--- src/rtl/game_pkg.sv ---
// Shared types and helpers for the memory-tester game: judge states, default
// digit/sequence sizes used by the RNG and sequence store, and round length.
package game_pkg;

  localparam int DIGIT_W_DEF = 4;
  localparam int MAX_LEN_DEF = 16;

  typedef enum logic [2:0] {
    ST_IDLE,
    ST_ARMED,
    ST_ENTRY,
    ST_WIN_WAIT,
    ST_OVER
  } judge_state_t;

  // Level 0 counts as level 1; long levels saturate at the sequence store depth.
  function automatic int seq_len(input int level, input int base_len, input int max_len);
    int lvl;
    int len;
    lvl = (level < 1) ? 1 : level;
    len = base_len + lvl - 1;
    return (len > max_len) ? max_len : len;
  endfunction

endpackage

--- src/rtl/seq_judge_if.sv ---
// Bundle between the game environment (RNG store, keypad, level controller)
// and the sequence judge.
interface seq_judge_if
  import game_pkg::*;
#(
  parameter int DIGIT_W   = DIGIT_W_DEF,
  parameter int MAX_LEN   = MAX_LEN_DEF,
  parameter int MAX_TRIES = 3
);
  localparam int IW = $clog2(MAX_LEN + 1);
  localparam int TW = $clog2(MAX_TRIES + 1);

  logic                       auth_bit;
  logic                       logout;
  logic                       start;
  logic [3:0]                 level_num;
  logic [MAX_LEN*DIGIT_W-1:0] target_seq;
  logic                       punch;
  logic [DIGIT_W-1:0]         punch_digit;
  logic                       levelupdated;
  logic                       win;
  logic                       loose;
  logic                       game_over;
  logic                       busy;
  logic [IW-1:0]              entry_idx;
  logic [TW-1:0]              tries_left;

  modport master (
    output auth_bit, logout, start, level_num, target_seq,
           punch, punch_digit, levelupdated,
    input  win, loose, game_over, busy, entry_idx, tries_left
  );

  modport slave (
    input  auth_bit, logout, start, level_num, target_seq,
           punch, punch_digit, levelupdated,
    output win, loose, game_over, busy, entry_idx, tries_left
  );

endinterface

--- src/rtl/seq_timeout_timer.sv ---
// Idle-entry watchdog: reloads on load, counts down while enabled and flags
// expiry on the cycle the last allowed idle cycle ends. TIMEOUT_CYC=0 disables it.
module seq_timeout_timer #(
  parameter int TIMEOUT_CYC = 1000
) (
  input  logic clock,
  input  logic rst,
  input  logic load,
  input  logic enable,
  output logic expire
);

  generate
    if (TIMEOUT_CYC == 0) begin : g_disabled
      logic unused_inputs;
      assign unused_inputs = ^{clock, rst, load, enable};
      assign expire = 1'b0;
    end else begin : g_enabled
      localparam int CW = $clog2(TIMEOUT_CYC + 1);
      logic [CW-1:0] count;

      always_ff @(posedge clock or negedge rst) begin
        if (!rst) begin
          count <= '0;
        end else if (load) begin
          count <= CW'(TIMEOUT_CYC);
        end else if (enable && count != '0) begin
          count <= count - CW'(1);
        end
      end

      // A count of one means this edge closes the final idle cycle.
      assign expire = enable && (count == CW'(1));
    end
  endgenerate

endmodule

--- src/rtl/seq_judge.sv ---
// Round judge for the memory-tester game: captures the target sequence, checks
// punched digits in order, and tracks timeouts, tries and win/lose/game-over.
module seq_judge
  import game_pkg::*;
#(
  parameter int DIGIT_W     = DIGIT_W_DEF,
  parameter int MAX_LEN     = MAX_LEN_DEF,
  parameter int BASE_LEN    = 3,
  parameter int MAX_TRIES   = 3,
  parameter int TIMEOUT_CYC = 1000
) (
  input logic        clock,
  input logic        rst,
  seq_judge_if.slave bus
);

  localparam int IW = $clog2(MAX_LEN + 1);
  localparam int TW = $clog2(MAX_TRIES + 1);

  judge_state_t               state, state_next;
  logic [MAX_LEN*DIGIT_W-1:0] target_q;
  logic [IW-1:0]              len_q, len_next;
  logic [IW-1:0]              entry_idx_q, entry_idx_next;
  logic [TW-1:0]              tries_q, tries_next;
  logic                       win_q, win_next;
  logic                       loose_q, loose_next;
  logic                       game_over_q;
  logic                       busy_q;
  logic                       capture;
  logic                       fail;
  logic                       timer_load;
  logic                       timer_enable;
  logic                       timer_expire;
  logic [DIGIT_W-1:0]         cur_digit;

  // Selects the digit the player is expected to punch next.
  always_comb begin
    cur_digit = '0;
    for (int i = 0; i < MAX_LEN; i++) begin
      if (entry_idx_q == IW'(i)) begin
        cur_digit = target_q[i*DIGIT_W +: DIGIT_W];
      end
    end
  end

  assign timer_enable = (state == ST_ENTRY);

  seq_timeout_timer #(
    .TIMEOUT_CYC(TIMEOUT_CYC)
  ) u_timer (
    .clock (clock),
    .rst   (rst),
    .load  (timer_load),
    .enable(timer_enable),
    .expire(timer_expire)
  );

  always_comb begin
    state_next     = state;
    len_next       = len_q;
    entry_idx_next = entry_idx_q;
    tries_next     = tries_q;
    win_next       = 1'b0;
    loose_next     = 1'b0;
    capture        = 1'b0;
    timer_load     = 1'b0;
    fail           = 1'b0;

    case (state)
      ST_IDLE: begin
        entry_idx_next = '0;
        tries_next     = TW'(MAX_TRIES);
        if (bus.auth_bit) begin
          state_next = ST_ARMED;
        end
      end

      ST_ARMED: begin
        if (bus.start) begin
          capture        = 1'b1;
          len_next       = IW'(seq_len(int'(bus.level_num), BASE_LEN, MAX_LEN));
          entry_idx_next = '0;
          timer_load     = 1'b1;
          state_next     = ST_ENTRY;
        end
      end

      ST_ENTRY: begin
        // A punch on the expiry edge is judged and the timeout is dropped.
        if (bus.punch) begin
          if (bus.punch_digit == cur_digit) begin
            entry_idx_next = entry_idx_q + IW'(1);
            if (entry_idx_q == len_q - IW'(1)) begin
              win_next   = 1'b1;
              state_next = ST_WIN_WAIT;
            end else begin
              timer_load = 1'b1;
            end
          end else begin
            fail = 1'b1;
          end
        end else if (timer_expire) begin
          fail = 1'b1;
        end

        if (fail) begin
          loose_next = 1'b1;
          tries_next = tries_q - TW'(1);
          state_next = (tries_q == TW'(1)) ? ST_OVER : ST_ARMED;
        end
      end

      ST_WIN_WAIT: begin
        if (bus.levelupdated) begin
          tries_next = TW'(MAX_TRIES);
          state_next = ST_ARMED;
        end
      end

      ST_OVER: begin
        state_next = ST_OVER;
      end

      default: begin
        state_next = ST_IDLE;
      end
    endcase

    // Logout overrides whatever the round decided this cycle.
    if (bus.logout && state != ST_IDLE) begin
      state_next     = ST_IDLE;
      entry_idx_next = '0;
      tries_next     = TW'(MAX_TRIES);
      win_next       = 1'b0;
      loose_next     = 1'b0;
      capture        = 1'b0;
      timer_load     = 1'b0;
    end
  end

  always_ff @(posedge clock or negedge rst) begin
    if (!rst) begin
      state       <= ST_IDLE;
      target_q    <= '0;
      len_q       <= '0;
      entry_idx_q <= '0;
      tries_q     <= TW'(MAX_TRIES);
      win_q       <= 1'b0;
      loose_q     <= 1'b0;
      game_over_q <= 1'b0;
      busy_q      <= 1'b0;
    end else begin
      state       <= state_next;
      len_q       <= len_next;
      entry_idx_q <= entry_idx_next;
      tries_q     <= tries_next;
      win_q       <= win_next;
      loose_q     <= loose_next;
      game_over_q <= (state_next == ST_OVER);
      busy_q      <= (state_next == ST_ENTRY);
      if (capture) begin
        target_q <= bus.target_seq;
      end
    end
  end

  assign bus.win        = win_q;
  assign bus.loose      = loose_q;
  assign bus.game_over  = game_over_q;
  assign bus.busy       = busy_q;
  assign bus.entry_idx  = entry_idx_q;
  assign bus.tries_left = tries_q;

endmodule

--- src/flat_wrapper.sv ---
// flat-port wrapper written by rule: the top's interface ports become plain ports
module seq_judge_flat import game_pkg::*;
#(
  parameter int DIGIT_W     = DIGIT_W_DEF,
  parameter int MAX_LEN     = MAX_LEN_DEF,
  parameter int BASE_LEN    = 3,
  parameter int MAX_TRIES   = 3,
  parameter int TIMEOUT_CYC = 1000
)
  (clock, rst, bus_auth_bit, bus_logout, bus_start, bus_level_num, bus_target_seq, bus_punch, bus_punch_digit, bus_levelupdated, bus_win, bus_loose, bus_game_over, bus_busy, bus_entry_idx, bus_tries_left);
  seq_judge_if #(.DIGIT_W(DIGIT_W), .MAX_LEN(MAX_LEN), .MAX_TRIES(MAX_TRIES)) bus_i ();
  input logic clock;
  input logic rst;
  input wire logic [$bits(bus_i.auth_bit)-1:0] bus_auth_bit;
  input wire logic [$bits(bus_i.logout)-1:0] bus_logout;
  input wire logic [$bits(bus_i.start)-1:0] bus_start;
  input wire logic [$bits(bus_i.level_num)-1:0] bus_level_num;
  input wire logic [$bits(bus_i.target_seq)-1:0] bus_target_seq;
  input wire logic [$bits(bus_i.punch)-1:0] bus_punch;
  input wire logic [$bits(bus_i.punch_digit)-1:0] bus_punch_digit;
  input wire logic [$bits(bus_i.levelupdated)-1:0] bus_levelupdated;
  output wire logic [$bits(bus_i.win)-1:0] bus_win;
  output wire logic [$bits(bus_i.loose)-1:0] bus_loose;
  output wire logic [$bits(bus_i.game_over)-1:0] bus_game_over;
  output wire logic [$bits(bus_i.busy)-1:0] bus_busy;
  output wire logic [$bits(bus_i.entry_idx)-1:0] bus_entry_idx;
  output wire logic [$bits(bus_i.tries_left)-1:0] bus_tries_left;
  assign bus_i.auth_bit = bus_auth_bit;
  assign bus_i.logout = bus_logout;
  assign bus_i.start = bus_start;
  assign bus_i.level_num = bus_level_num;
  assign bus_i.target_seq = bus_target_seq;
  assign bus_i.punch = bus_punch;
  assign bus_i.punch_digit = bus_punch_digit;
  assign bus_i.levelupdated = bus_levelupdated;
  assign bus_win = bus_i.win;
  assign bus_loose = bus_i.loose;
  assign bus_game_over = bus_i.game_over;
  assign bus_busy = bus_i.busy;
  assign bus_entry_idx = bus_i.entry_idx;
  assign bus_tries_left = bus_i.tries_left;
  seq_judge #(.DIGIT_W(DIGIT_W), .MAX_LEN(MAX_LEN), .BASE_LEN(BASE_LEN), .MAX_TRIES(MAX_TRIES), .TIMEOUT_CYC(TIMEOUT_CYC)) u_core (.clock(clock), .rst(rst), .bus(bus_i));
endmodule
--- config.mk ---
export PLATFORM = sky130hd
export DESIGN_NAME = seq_judge_flat
export DESIGN_NICKNAME = d
export VERILOG_FILES = /design/src/rtl/game_pkg.sv /design/src/rtl/seq_judge_if.sv /design/src/rtl/seq_timeout_timer.sv /design/src/rtl/seq_judge.sv /design/src/flat_wrapper.sv
export SDC_FILE = /design/constraint.sdc
export NUM_CORES = 1
export LEC_CHECK = 0
export CORE_MARGIN = 2
export CORE_UTILIZATION = 53
export DETAILED_ROUTE_END_ITERATION = 7
export PLACE_DENSITY = 0.8
export SLEW_MARGIN = 20
export SYNTH_ARGS = -nofsm -noshare
export SYNTH_HDL_FRONTEND = slang
export SYNTH_SLANG_ARGS = --single-unit
export TNS_END_PERCENT = 10
--- constraint.sdc ---
create_clock -name clock -period 3.54 [get_ports clock]
set_clock_uncertainty 0.15 [all_clocks]
set_input_delay 1.062 -clock clock [delete_from_list [all_inputs] [get_ports clock]]
set_output_delay 1.062 -clock clock [all_outputs]
set_load 0.01 [all_outputs]
==> Word level (Yosys, flattened, before mapping) <==
Index checks and enable logic that the tools add are counted.
{ "totals": {"output_inout_bits": 11, "reg_bits": 93, "in_bits": 79, "wordCells": 120} }
{ "op_classes": {"n_lt_le_gt_ge": 2, "n_mux": 59, "n_addsub": 6, "eq_ne": 30, "n_reduce_logical": 13} }
{ "op_table": {"columns": ["op", "count"], "rows": [
  ["2-to-1 mux 4 bit", 17],
  ["equality test 5 x 4 -> 1 bit, second input constant", 8],
  ["adder 3 x 32 -> 32 bit, first input constant", 1],
  ["greater-than comparator 32 x 6 -> 1 bit, second input constant", 1],
  ["subtractor 32 x 2 -> 32 bit, second input constant", 1],
  ["2-to-1 mux 3 bit", 9],
  ["2-to-1 mux 5 bit", 5],
  ["equality test 5 x 3 -> 1 bit, second input constant", 4],
  ["2-to-1 mux 10 bit", 2],
  ["2-to-1 mux 1 bit", 19],
  ["one-hot mux 3 bit (5 select lines)", 1],
  ["one-hot mux 5 bit (3 select lines)", 1],
  ["equality test 10 x 1 -> 1 bit, second input constant", 1],
  ["equality test 5 x 2 -> 1 bit, second input constant", 2],
  ["nonzero test 10 bit", 1],
  ["subtractor 10 x 1 -> 10 bit, second input constant", 1],
  ["equality test 3 x 2 -> 1 bit, second input constant", 3],
  ["inequality test 3 x 2 -> 1 bit, second input constant", 3],
  ["nonzero test 4 bit", 2],
  ["equality test 3 bit, second input constant", 2],
  ["2-to-1 mux 2 bit", 3],
  ["inequality test 3 x 1 -> 1 bit, second input constant", 2],
  ["one-hot mux 2 bit (3 select lines)", 1],
  ["adder 5 x 1 -> 5 bit, second input constant", 1],
  ["other kinds (17)", 19]
]} }

==> Longest topological paths before layout <==
Gate-level depths: netlist of run 1.
{ "depth": {"word_depth": 25, "mapped_depth": 14, "mapped_depth_nobuf": 11} }

==> By module <==
From an unflattened synthesis of run 1, not the netlist that was laid out.
{ "hier_totals": {"hier_cells": 521, "hier_area_um2": 5401.4} }
{ "by_module_without_submodules": {"columns": ["module", "area_per_inst_um2", "seq_area_each_um2", "cells_per_inst", "n_inst"], "rows": [
  ["seq_judge", 4760.8, 2079.5, 456, 1],
  ["seq_timeout_timer", 640.6, 250.2, 65, 1]
]} }

==> Worst setup path after synthesis of run 1 <==
Ideal clock, no wire load.
{ "synth_timing": {"kind": "input port to flip-flop", "startpoint": "input bus_punch_digit[3]", "endpoint": "register u_core.entry_idx_q[2] (netlist: u_core.bus.entry_idx[2])", "setup_time_ns": 0.125, "arrival_time_ns": 3.002, "t_required_ns": 3.265, "n_path_buf": 2, "path_slack_ns": 0.264, "cell_stages": 11, "path_cell_list": "clkbuf_1 > xor2_1 > a221oi_1 > o221a_2 > o221a_2 > o221ai_1 > nor3_2 > o21ai_2 > buf_2 > nor3b_1 > mux2_2"} }
{ "synth_via": {"elab_chain_len": 3} }
{ "synth_rtl": {"columns": ["item", "line", "rtl"], "rows": [
  ["from (decl)", "flat_wrapper.sv:20", "input wire logic [$bits(bus_i.punch_digit)-1:0] bus_punch_digit;"],
  ["equality test 4 bit", "seq_judge.sv:91", "if (bus.punch_digit == cur_digit) begin"],
  ["inequality test 3 x 1 -> 1 bit (no line)", null, null],
  ["AND reduction 4 bit (no line)", null, null],
  ["to (signal assigned)", "seq_judge.sv:155", "entry_idx_q <= entry_idx_next;"],
  ["to (decl)", "seq_judge.sv:23", "logic [IW-1:0] entry_idx_q, entry_idx_next;"]
]} }
Every way passes these cells.
A chain may end at the register's enable or synchronous reset.

==> Final worst setup path of run 1 <==
{ "layout_timing": {"startpoint": "register u_core.entry_idx_q[0] (netlist: u_core.bus.entry_idx[0])", "endpoint": "register u_core.u_timer.g_enabled.count[7]"} }
{ "layout_via": {"elab_chain_len": 23, "elab_cells_between_ends": 41, "cone_classes": "eq/ne (17); mux (22); reduce/logical (2)"} }
{ "layout_rtl": {"columns": ["item", "line", "rtl"], "rows": [
  ["logical NOT 5 bit", "seq_judge.sv:40", "if (entry_idx_q == IW'(i)) begin"],
  ["2-to-1 mux 4 bit (16 in series)", "seq_judge.sv:40", null],
  ["equality test 4 bit", "seq_judge.sv:91", null],
  ["2-to-1 mux 1 bit *", "seq_judge.sv:91", null],
  ["2-to-1 mux 1 bit *", "seq_judge.sv:90", "if (bus.punch) begin"],
  ["one-hot mux 1 bit (2 select lines) *", "seq_judge.sv:69", "case (state)"],
  ["2-to-1 mux 1 bit *", "seq_judge.sv:130", "if (bus.logout && state != ST_IDLE) begin"],
  ["2-to-1 mux 10 bit / nonzero test 2 bit (equally long branches)", null, null],
  ["to (signal assigned)", "seq_timeout_timer.sv:26", "count <= CW'(TIMEOUT_CYC);"],
  ["to (signal assigned)", "seq_timeout_timer.sv:28", "count <= count - CW'(1);"],
  ["to (decl)", "seq_timeout_timer.sv:20", "logic [CW-1:0] count;"]
]} }
Mark *: on every way between the ends. The rest lies on a longest branch, timed or not.

==> results.tsv, run 1 <==
metric	value	unit
status	completed	
syn_nets	595	
netlist_area	5166	um2
peakVddDrop	0.3185	mV
antenna_left	0	
cp.arrival	3550	ps
ys_types	70	
critPathMaxFanout	6	
max_cap_violations	0	
cts_max_level	3	
layout_setup_ws	172.3	ps
crit_path_end_kind	register	
start_util	0.5385	
die_h	102.7	um
numCtsBuffers	9	
async_flop_share	1.000	
p_leak	2.648	nW
worstPathRequired	3720	ps
vias	4292	
dpl.hpwl	9.596	mm
final.min_clock_period	3368	ps
via_per_inst	5.769	
drc	0	
dpl_worst_slack	-129.0	ps
finalSetupViolations	0	
synth-edff-count	0	
cts.path.max_buffers	2	
ios	90	
wl_per_cell	17.13	um
path_cells	ha_1, or4_4, a311oi_1, nor3_1, o22ai_2, mux2_2, nor3_2, o21ai_2, o32a_1, buf_4, nand2_1	
yosysSeqAreaShare	0.4510	
worst_pin_slew	642.8	ps
drive_above_1_share	0.2160	
ys_warn_count	0	
synth-seq-cells	93	
avgSynthCellArea	10.21	um2
io_buffers	89	
cts.clk_slew.worst_paths	100	ps
report.final.slew_viol_count	0	
grt-ovfl-total	0	
totalWireLength	12.74	mm
hp-class	register to register	
coreArea	9594	um2
dieArea	10550	um2
gp_congestion	0.9025	
synth-main-ff-cell	dfrtp_1	
max_slew_margin	0.5715	
cts-root-buf	clkbuf_8	
critical-path-slowest-cell	dfrtp_2	
grt_pass1_vias	4191	
grt_pass1_wl	20.51	mm
grt_start_max_net_pins	54	
holdWs	361.7	ps
holdBufCountCts	0	
antenna_found_initial	0	
num_rows	36	
fin_crit_sh	0.9513	
crit_type	register to register	
diodes	0	
cts.sinks	93	
die-width	102.7	um
cp-start-kind	register	
num-fill-cells	737	
hold_viol	0	
max_freq	296.9	MHz
clk_latency	390	ps
slowest_delay	460	ps
dr.first_iter.drc_count	253	
dr.pass1.iters	5	
synthCells	506	
syn_to_final_growth	27.51	%
grt.total_usage	0.2547	
cellPowerDensity	582.3	nW/um2
nets	695	
cts_tree	yes	
## layout make-up
type	instances	area [um2]	share of cell area
Tap cell	133	166.4	0.02526
Clock buffer	9	123.9	0.01880
Inverter	21	78.83	0.01197
Clock inverter	7	97.59	0.01481
Timing Repair Buffer	119	1139	0.1728
Sequential cell	93	2332	0.3540
Multi-Input combinational cell	362	2650	0.4023
## cells in the final DEF, fill, tap and decap left out, drive strengths merged, types with 3 or more instances in the layout
| cell | netlist | routed |
|---|---|---|
| nor4 | 3 | 3 |
| inv | 21 | 22 |
| nand3b | 11 | 11 |
| nor2 | 26 | 26 |
| o221a | 3 | 3 |
| nor3 | 10 | 10 |
| nand4 | 3 | 3 |
| xor2 | 8 | 8 |
| ha | 10 | 10 |
| o21ai | 24 | 24 |
| and2 | 4 | 4 |
| nor2b | 8 | 8 |
| and3 | 4 | 4 |
| mux2 | 63 | 63 |
| o32a | 3 | 3 |
| a221oi | 5 | 5 |
| nor3b | 3 | 3 |
| nand2b | 8 | 8 |
| o22ai | 5 | 5 |
| a21oi | 35 | 35 |
| or3 | 4 | 4 |
| dfrtp | 91 | 91 |
| buf | 13 | 31 |
| clkbuf | 17 | 9 |
| xnor2 | 10 | 10 |
| clkdlybuf4s50 | 0 | 88 |
| a211oi | 6 | 6 |
| or4 | 3 | 3 |
| nand2 | 51 | 51 |
| nand3 | 7 | 7 |
## synthesized netlist by cell type (all sizes together), types with 5 or more instances
cell,n,area (um2)
dfrtp,91,2277
nor3,10,55.05
xor2,8,70.07
nand2b,8,50.05
buf,13,77.57
nand3b,11,82.58
a211oi,6,45.04
nand2,51,191.4
a21oi,35,178.9
clkbuf,17,63.81
mux2,63,709.4
ha,10,125.1
a221oi,5,56.31
xnor2,10,87.58
o21ai,24,123.9
o22ai,5,37.53
inv,21,78.83
nor2b,8,50.05
nor2,26,97.59
nand3,7,35.03
## state kept, by name, summed over array words and instances (netlist names)
name / count
u_core.bus.loose: 1
u_core.bus.game_over: 1
u_core.len_q: 5
u_core.bus.win: 1
u_core.u_timer.g_enabled.count: 10
u_core.target_q: 64
u_core.bus.entry_idx: 5
u_core.bus.tries_left: 2
u_core.state: 3
u_core.bus.busy: 1
## layer usage
metal / wire length [um] / track usage / vias to the layer above
met2: 6348 / 0.4324 / 143
met5: 0 / 0 / -
met3: 716 / 0.05492 / 12
met1: 5532 / 0.3323 / 2109
met4: 144 / 0.06984 / 0
li1: - / - / 2028
## stage by stage
step                cell area [um2]  setup TNS (ps)  cells  total power [W]  utilization
floorplan                      5166               0    506         0.002599            -
global placement               6330          -806.1    727         0.002950       0.6598
detailed placement             6330           -1627    727         0.003026       0.6598
CTS                            6554               0    743         0.003827       0.6831
global route                   6588          -1.434    744         0.004066       0.6866
finish                         6588               0    744         0.003836       0.6866
## where the power goes
| part | internal, W | total, W | switching [W] |
|---|---|---|---|
| combinational | 0.000697 | 0.00122 | 0.000520 |
| clock | 0.000400 | 0.000804 | 0.000405 |
| sequential | 0.00150 | 0.00182 | 0.000317 |
| total | 0.00259 | 0.00384 | 0.00124 |
## path summary, 6_finish.rpt
kind | startpoint | to | slack [ps] | depth (start not counted)
setup / recovery | u_core.bus.entry_idx[0] | u_core.u_timer.g_enabled.count[7] | 170 | 11
setup reg to reg | u_core.bus.entry_idx[0] | u_core.u_timer.g_enabled.count[7] | 170 | 11
hold reg to reg | u_core.target_q[28] | u_core.target_q[28] | 360 | 1
max in group asynchronous | rst | u_core.bus.entry_idx[1] | 2060 | 2
hold / removal | u_core.target_q[28] | u_core.target_q[28] | 360 | 1
min in group asynchronous | rst | u_core.target_q[16] | 500 | 1
## critical path: cells and delay by family, from the launching register on
family | cells | cell delay (ps)
muxes | 1 | 390
DFF | 1 | 460
adders and majority gates | 1 | 250
AOI/OAI and AO/OA | 4 | 1030
and+or+nand+nor | 4 | 830
buffers and inverters | 1 | 180
## logic make-up (layout without fill, tap and decap cells)
logic type	Yosys count	count (layout)	share of synthesized area
multiplexers	65	65	0.1412
AND/OR/NAND/NOR	158	158	0.1649
buffers and inverters	51	156	0.04263
AO/OA/AOI/OAI	111	111	0.1456
flip-flops	93	93	0.4510
XOR/XNOR	18	18	0.03052
adder cells (fa/ha/maj)	10	10	0.02422
## timing repair
action	in CTS	in global routing
resized for setup	1	7
buffers inserted	0	1
setup endpoints to repair	1	17
pin swaps	0	1
(Power assumes the default switching activity.)
==> run 2: changes to the inputs <==
--- a/config.mk
+++ b/config.mk
@@ -6,9 +6,9 @@
 export NUM_CORES = 1
 export LEC_CHECK = 0
 export CORE_MARGIN = 2
-export CORE_UTILIZATION = 53
+export CORE_UTILIZATION = 45
 export DETAILED_ROUTE_END_ITERATION = 7
-export PLACE_DENSITY = 0.8
+export PLACE_DENSITY = 0.7
 export SLEW_MARGIN = 20
 export SYNTH_ARGS = -nofsm -noshare
 export SYNTH_HDL_FRONTEND = slang
==> results.tsv, run 2 (same netlist as run 1, synthesis figures left out) <==
metric	value	unit	change
status	completed		
cts-root-buf	clkbuf_16		
coreArea	11320	um2	+18%
ios	90		unchanged
grt.total_usage	0.2259		-0.02883
ctsResizeCount	0		-1
final.min_clock_period	3405	ps	+37.29 ps
crit_path_end_kind	register		
largest_register	u_core.target_q		
grt_start_max_net_pins	56		+3.7%
clk_latency	350	ps	-40 ps
fin_crit_sh	0.9619		+0.01054
drive_above_1_share	0.2204		+0.004382
dr.pass1.iters	5		unchanged
gp_congestion	0.9032		about the same
worst-r2r-setup-slack	210	ps	+40 ps
grt_pass1_wl	22.30	mm	+8.7%
antenna_left	0		unchanged
p_total	0.003974	W	+3.6%
finalSetupViolations	0		unchanged
holdBufCountCts	0		unchanged
report.final.slew_viol_count	0		unchanged
cts.path.max_buffers	2		unchanged
crit_type	input port to register		
dpl.hpwl	10.18	mm	+6.1%
utilization	0.5922		-0.09445
num_rows	39		+8.3%
grt_pass1_vias	4503		+7.4%
worstPathRequired	3660	ps	-60 ps
start_util	0.4563		-0.08213
dr.first_iter.drc_count	227		-10%
cp-start-kind	input port		
cts_tree	yes		
final_common_cell	dfrtp_1		
cp-startpoint	bus_punch_digit[0]		
rsz0062_at_grt	no		
via_per_inst	5.628		-2.4%
r2r-start	u_core.bus.entry_idx[1]		
cts.sinks	93		unchanged
cts.clk_slew.worst_paths	60	ps	-40 ps
vias	4277		-0.35%
max_slew_margin	0.5493		-0.02219
worst_pin_slew	676.1	ps	+33.29 ps
hp-class	register to register		
hold_viol	0		unchanged
die-width	111.1	um	+8.2%
grt-ovfl-total	0		unchanged
critPathMaxFanout	6		unchanged
endpoint	u_core.bus.entry_idx[0]		
worstReg2RegEnd	u_core.bus.entry_idx[0]		
reg2reg_depth	13		+2
syn_to_final_growth	29.77	%	
io_buffers	89		unchanged
diodes	0		unchanged
totalWireLength	13.40	mm	+5.2%
final_cell_mix	91 x dfrtp_1, 88 x clkdlybuf4s50_1, 62 x mux2_2, 51 x nand2_1		
max_cap_violations	0		unchanged
max_freq	293.7	MHz	-1.1%
peakVddDrop	0.2799	mV	-12%
numCtsBuffers	9		unchanged
dieArea	12350	um2	+17%
post-cts-setup-buffer-count	0		unchanged
reg_top3	u_core.target_q (64), u_core.u_timer.g_enabled.count (10)		
drc	0		unchanged
min-delay-start	u_core.target_q[13]		
wl_per_cell	17.63	um	+3.0%
p_leak	2.720	nW	+2.7%
cp.arrival	3530	ps	-20 ps
nets	701		+0.86%
antenna_found_initial	0		unchanged
die_h	111.1	um	+8.2%
cts_max_level	3		unchanged
cellPowerDensity	592.8	nW/um2	+1.8%
largest_reg_flops	64		unchanged
-- run 2: how the worst min path moves through the flow --
stage | slack, ps | cells after the start | to
after floorplan | 320 | 2 | u_core.len_q[4]
after global placement | 340 | 1 | u_core.target_q[28]
after detailed placement | 350 | 1 | u_core.target_q[13]
after CTS | 360 | 1 | u_core.target_q[13]
after global routing | 370 | 1 | u_core.target_q[51]
final | 360 | 1 | u_core.target_q[13]
-- run 2: critical path: stages --
cell             delay (ps)
clkdlybuf4s50_1         470
inv_1                    70
a221oi_2                290
o221a_2                 230
o221a_2                 170
o221ai_1                150
nor3_2                  270
o21ai_2                 130
buf_4                   180
or3_1                   350
a21oi_1                 150
-- run 2: metal layers --
| layer | routed length [um] | part of all wire | GRT usage | up-vias |
|---|---|---|---|---|
| li1 | - | - | - | 2036 |
| met1 | 5620 | 0.42 | 0.2793 | 2096 |
| met2 | 6799 | 0.51 | 0.3877 | 122 |
| met3 | 660 | 0.049 | 0.04374 | 23 |
| met4 | 319 | 0.024 | 0.09465 | 0 |
| met5 | 0 | 0 | 0 | - |
-- run 2: per-stage QoR --
step	cells	worst slack (ps)	setup TNS [ps]	hold WS (ps)	area, um2
floorplan	506	263.7	0	318.9	5166
global placement	744	-126.3	-1593	339.4	6407
detailed placement	744	-230.2	-3372	349.9	6407
CTS	760	43.05	0	364.6	6685
global route	760	4.578	0	369.6	6704
finish	760	135.0	0	358.4	6704
-- run 2: report_power, final --
part / leakage [nW] / switching, W / internal [W] / total (W)
logic: 1.45 / 0.000520 / 0.000701 / 0.00122
clock network: 0.145 / 0.000404 / 0.000508 / 0.000912
registers: 1.12 / 0.000339 / 0.00150 / 0.00184
total: 2.72 / 0.00126 / 0.00271 / 0.00397
-- run 2: cell type report --
class                      instances  area [um2]
fill                             998        4617
multi-input combinational        362        2643
sequential                        93        2330
timing repair buffer             125        1196
clock buffer                      11       252.7
tap                              143       178.9
inverter                          21       78.83
clock inverter                     5       25.02
==> run 3: changes to the inputs <==
--- a/config.mk
+++ b/config.mk
@@ -8,7 +8,7 @@
 export CORE_MARGIN = 2
 export CORE_UTILIZATION = 45
 export DETAILED_ROUTE_END_ITERATION = 7
-export PLACE_DENSITY = 0.7
+export DONT_BUFFER_PORTS = 1
 export SLEW_MARGIN = 20
 export SYNTH_ARGS = -nofsm -noshare
 export SYNTH_HDL_FRONTEND = slang
==> results.tsv, run 3 (same netlist as run 1, synthesis figures left out) <==
metric	value	unit	change
totalWireLength	12.37	mm	-7.7%
largest_register	u_core.target_q		
coreArea	11320	um2	unchanged
antenna_found_initial	0		unchanged
layout_setup_ws	139.6	ps	+4.622 ps
worst_pin_slew	661.3	ps	-14.81 ps
p_leak	2.303	nW	-15%
finalSetupViolations	0		unchanged
finalNonFillerCells	657		-14%
io_buffers	0		-100%
cellPowerDensity	677.2	nW/um2	+14%
status	completed		
peakVddDrop	0.3984	mV	+42%
final_cell_mix	89 x dfrtp_1, 62 x mux2_2, 51 x nand2_1, 34 x a21oi_1, 25 x nor2_1		
drc	0		unchanged
dpl_worst_slack	58.00	ps	+288.2 ps
cts.sinks	93		unchanged
num-fill-cells	1049		+5.1%
grt_start_max_net_pins	94		+68%
gp_congestion	0.9189		+1.7%
max_freq	294.1	MHz	+0.14%
design_area	5734	um2	-14%
worstPathRequired	3660	ps	about the same
cts.path.max_buffers	2		unchanged
hp-class	input port to asynchronous set/reset pin		
cts_max_level	3		unchanged
cts-root-buf	clkbuf_16		
largest_reg_flops	64		unchanged
crit_path_end_kind	register		
die_h	111.1	um	unchanged
crit_type	register to register		
clk_latency	350	ps	about the same
dr.pass1.iters	5		unchanged
syn_to_final_growth	11.00	%	
place_inst	642		-14%
dieArea	12350	um2	unchanged
grt_pass1_vias	3910		-13%
antenna_left	0		unchanged
cts.clk_slew.worst_paths	60	ps	about the same
dr.first_iter.drc_count	324		+43%
final.min_clock_period	3400	ps	-4.622 ps
grt_pass1_wl	20.14	mm	-9.7%
hold_viol	0		unchanged
use_met3	0.04757		+0.003827
place_area	5396	um2	-16%
cts_tree	yes		
wl_per_cell	18.83	um	+6.8%
final_common_cell	dfrtp_1		
diodes	0		unchanged
ios	90		unchanged
numCtsBuffers	9		unchanged
critPathMaxFanout	8		+2
cp.arrival	3520	ps	about the same
grt.total_usage	0.2071		-0.01880
post-cts-setup-buffer-count	0		unchanged
drive_above_1_share	0.2412		+0.02082
busiest_layer	met2		
dpl.hpwl	9.204	mm	-9.6%
fin_crit_sh	0.9606		-0.001306
fin_tns_setup	0	ps	unchanged
num_rows	39		unchanged
start_util	0.4563		unchanged
grt_use_met2	0.3333		-0.05440
max_slew_margin	0.5591		+0.009871
report.final.slew_viol_count	0		unchanged
nets	599		-15%
cp-start-kind	register		
met1_usage	0.2732		-0.006051
vias	3846		-10%
via_per_inst	5.854		+4.0%
reg_top3	u_core.target_q (64), u_core.u_timer.g_enabled.count (10)		
die-width	111.1	um	unchanged
grt-ovfl-total	0		unchanged
max_cap_violations	0		unchanged
==> run 3: cell count changes in the layout (fill, tap and decap cells not counted), moves of 2 or more <==
cell,change
clkinv_2,-3
dfrtp_1,-2
buf_12,-2
buf_4,-12
dfrtp_2,+2
ha_1,-2
ha_2,+2
clkdlybuf4s50_1,-88
==> run 3: stage by stage <==
| step | total power, W | util | hold WS (ps) |
|---|---|---|---|
| floorplan | 0.002599 | - | 318.9 |
| global placement | 0.002866 | 0.4767 | 339.8 |
| detailed placement | 0.002911 | 0.4767 | 348.0 |
| CTS | 0.003905 | 0.5032 | 241.7 |
| global route | 0.004120 | 0.5065 | 243.7 |
| finish | 0.003883 | 0.5065 | 259.9 |
==> run 3: area by class of cell <==
class                           instances  area, um2  share of cell area
Inverter                               21      78.83             0.01375
Clock buffer                           11      252.7             0.04408
Multi-Input combinational cell        362       2659              0.4637
Sequential cell                        93       2332              0.4067
Tap cell                              143      178.9             0.03120
Timing Repair Buffer                   23      185.2             0.03229
Clock inverter                          4      47.55            0.008292
==> run 3: repair_timing <==
item                       in CTS  in global routing
resized for setup               0                 10
hold endpoints to repair        0                  0
setup endpoints to repair       0                 21
hold buffers                    0                  0
==> run 3: worst paths after layout <==
kind,endpoint,depth (start not counted),from,slack (ps)
min,u_core.target_q[27],0,rst,260
min in group clock,u_core.len_q[4],2,u_core.len_q[4],360
max in group asynchronous,u_core.bus.tries_left[0],0,rst,2740
max reg2reg,u_core.bus.entry_idx[3],10,u_core.bus.entry_idx[0],140
min reg2reg,u_core.len_q[4],2,u_core.len_q[4],360
max,u_core.bus.entry_idx[3],10,u_core.bus.entry_idx[0],140
==> run 3: power breakdown <==
part / leakage, nW / internal (W) / switching [W]
Sequential: 1.12 / 0.00150 / 0.000332
Clock: 0.147 / 0.000579 / 0.000392
Combinational: 1.04 / 0.000600 / 0.000477
Total: 2.30 / 0.00268 / 0.00120
==> run 3: layer usage <==
layer  wire [um]  share of wire
met4         248          0.020
met1        5526           0.45
met2        5863           0.47
met5           0              0
met3         730          0.059
==> run 3: critical path, stage by stage (launching register included) <==
cell      delay (ps)
dfrtp_2          460
ha_2             240
or4_4            460
a311oi_2         270
nor3_1            80
o22ai_1          210
mux2_1           410
nor3_4           260
o21ai_4          110
or4_1            520
a21oi_1          150
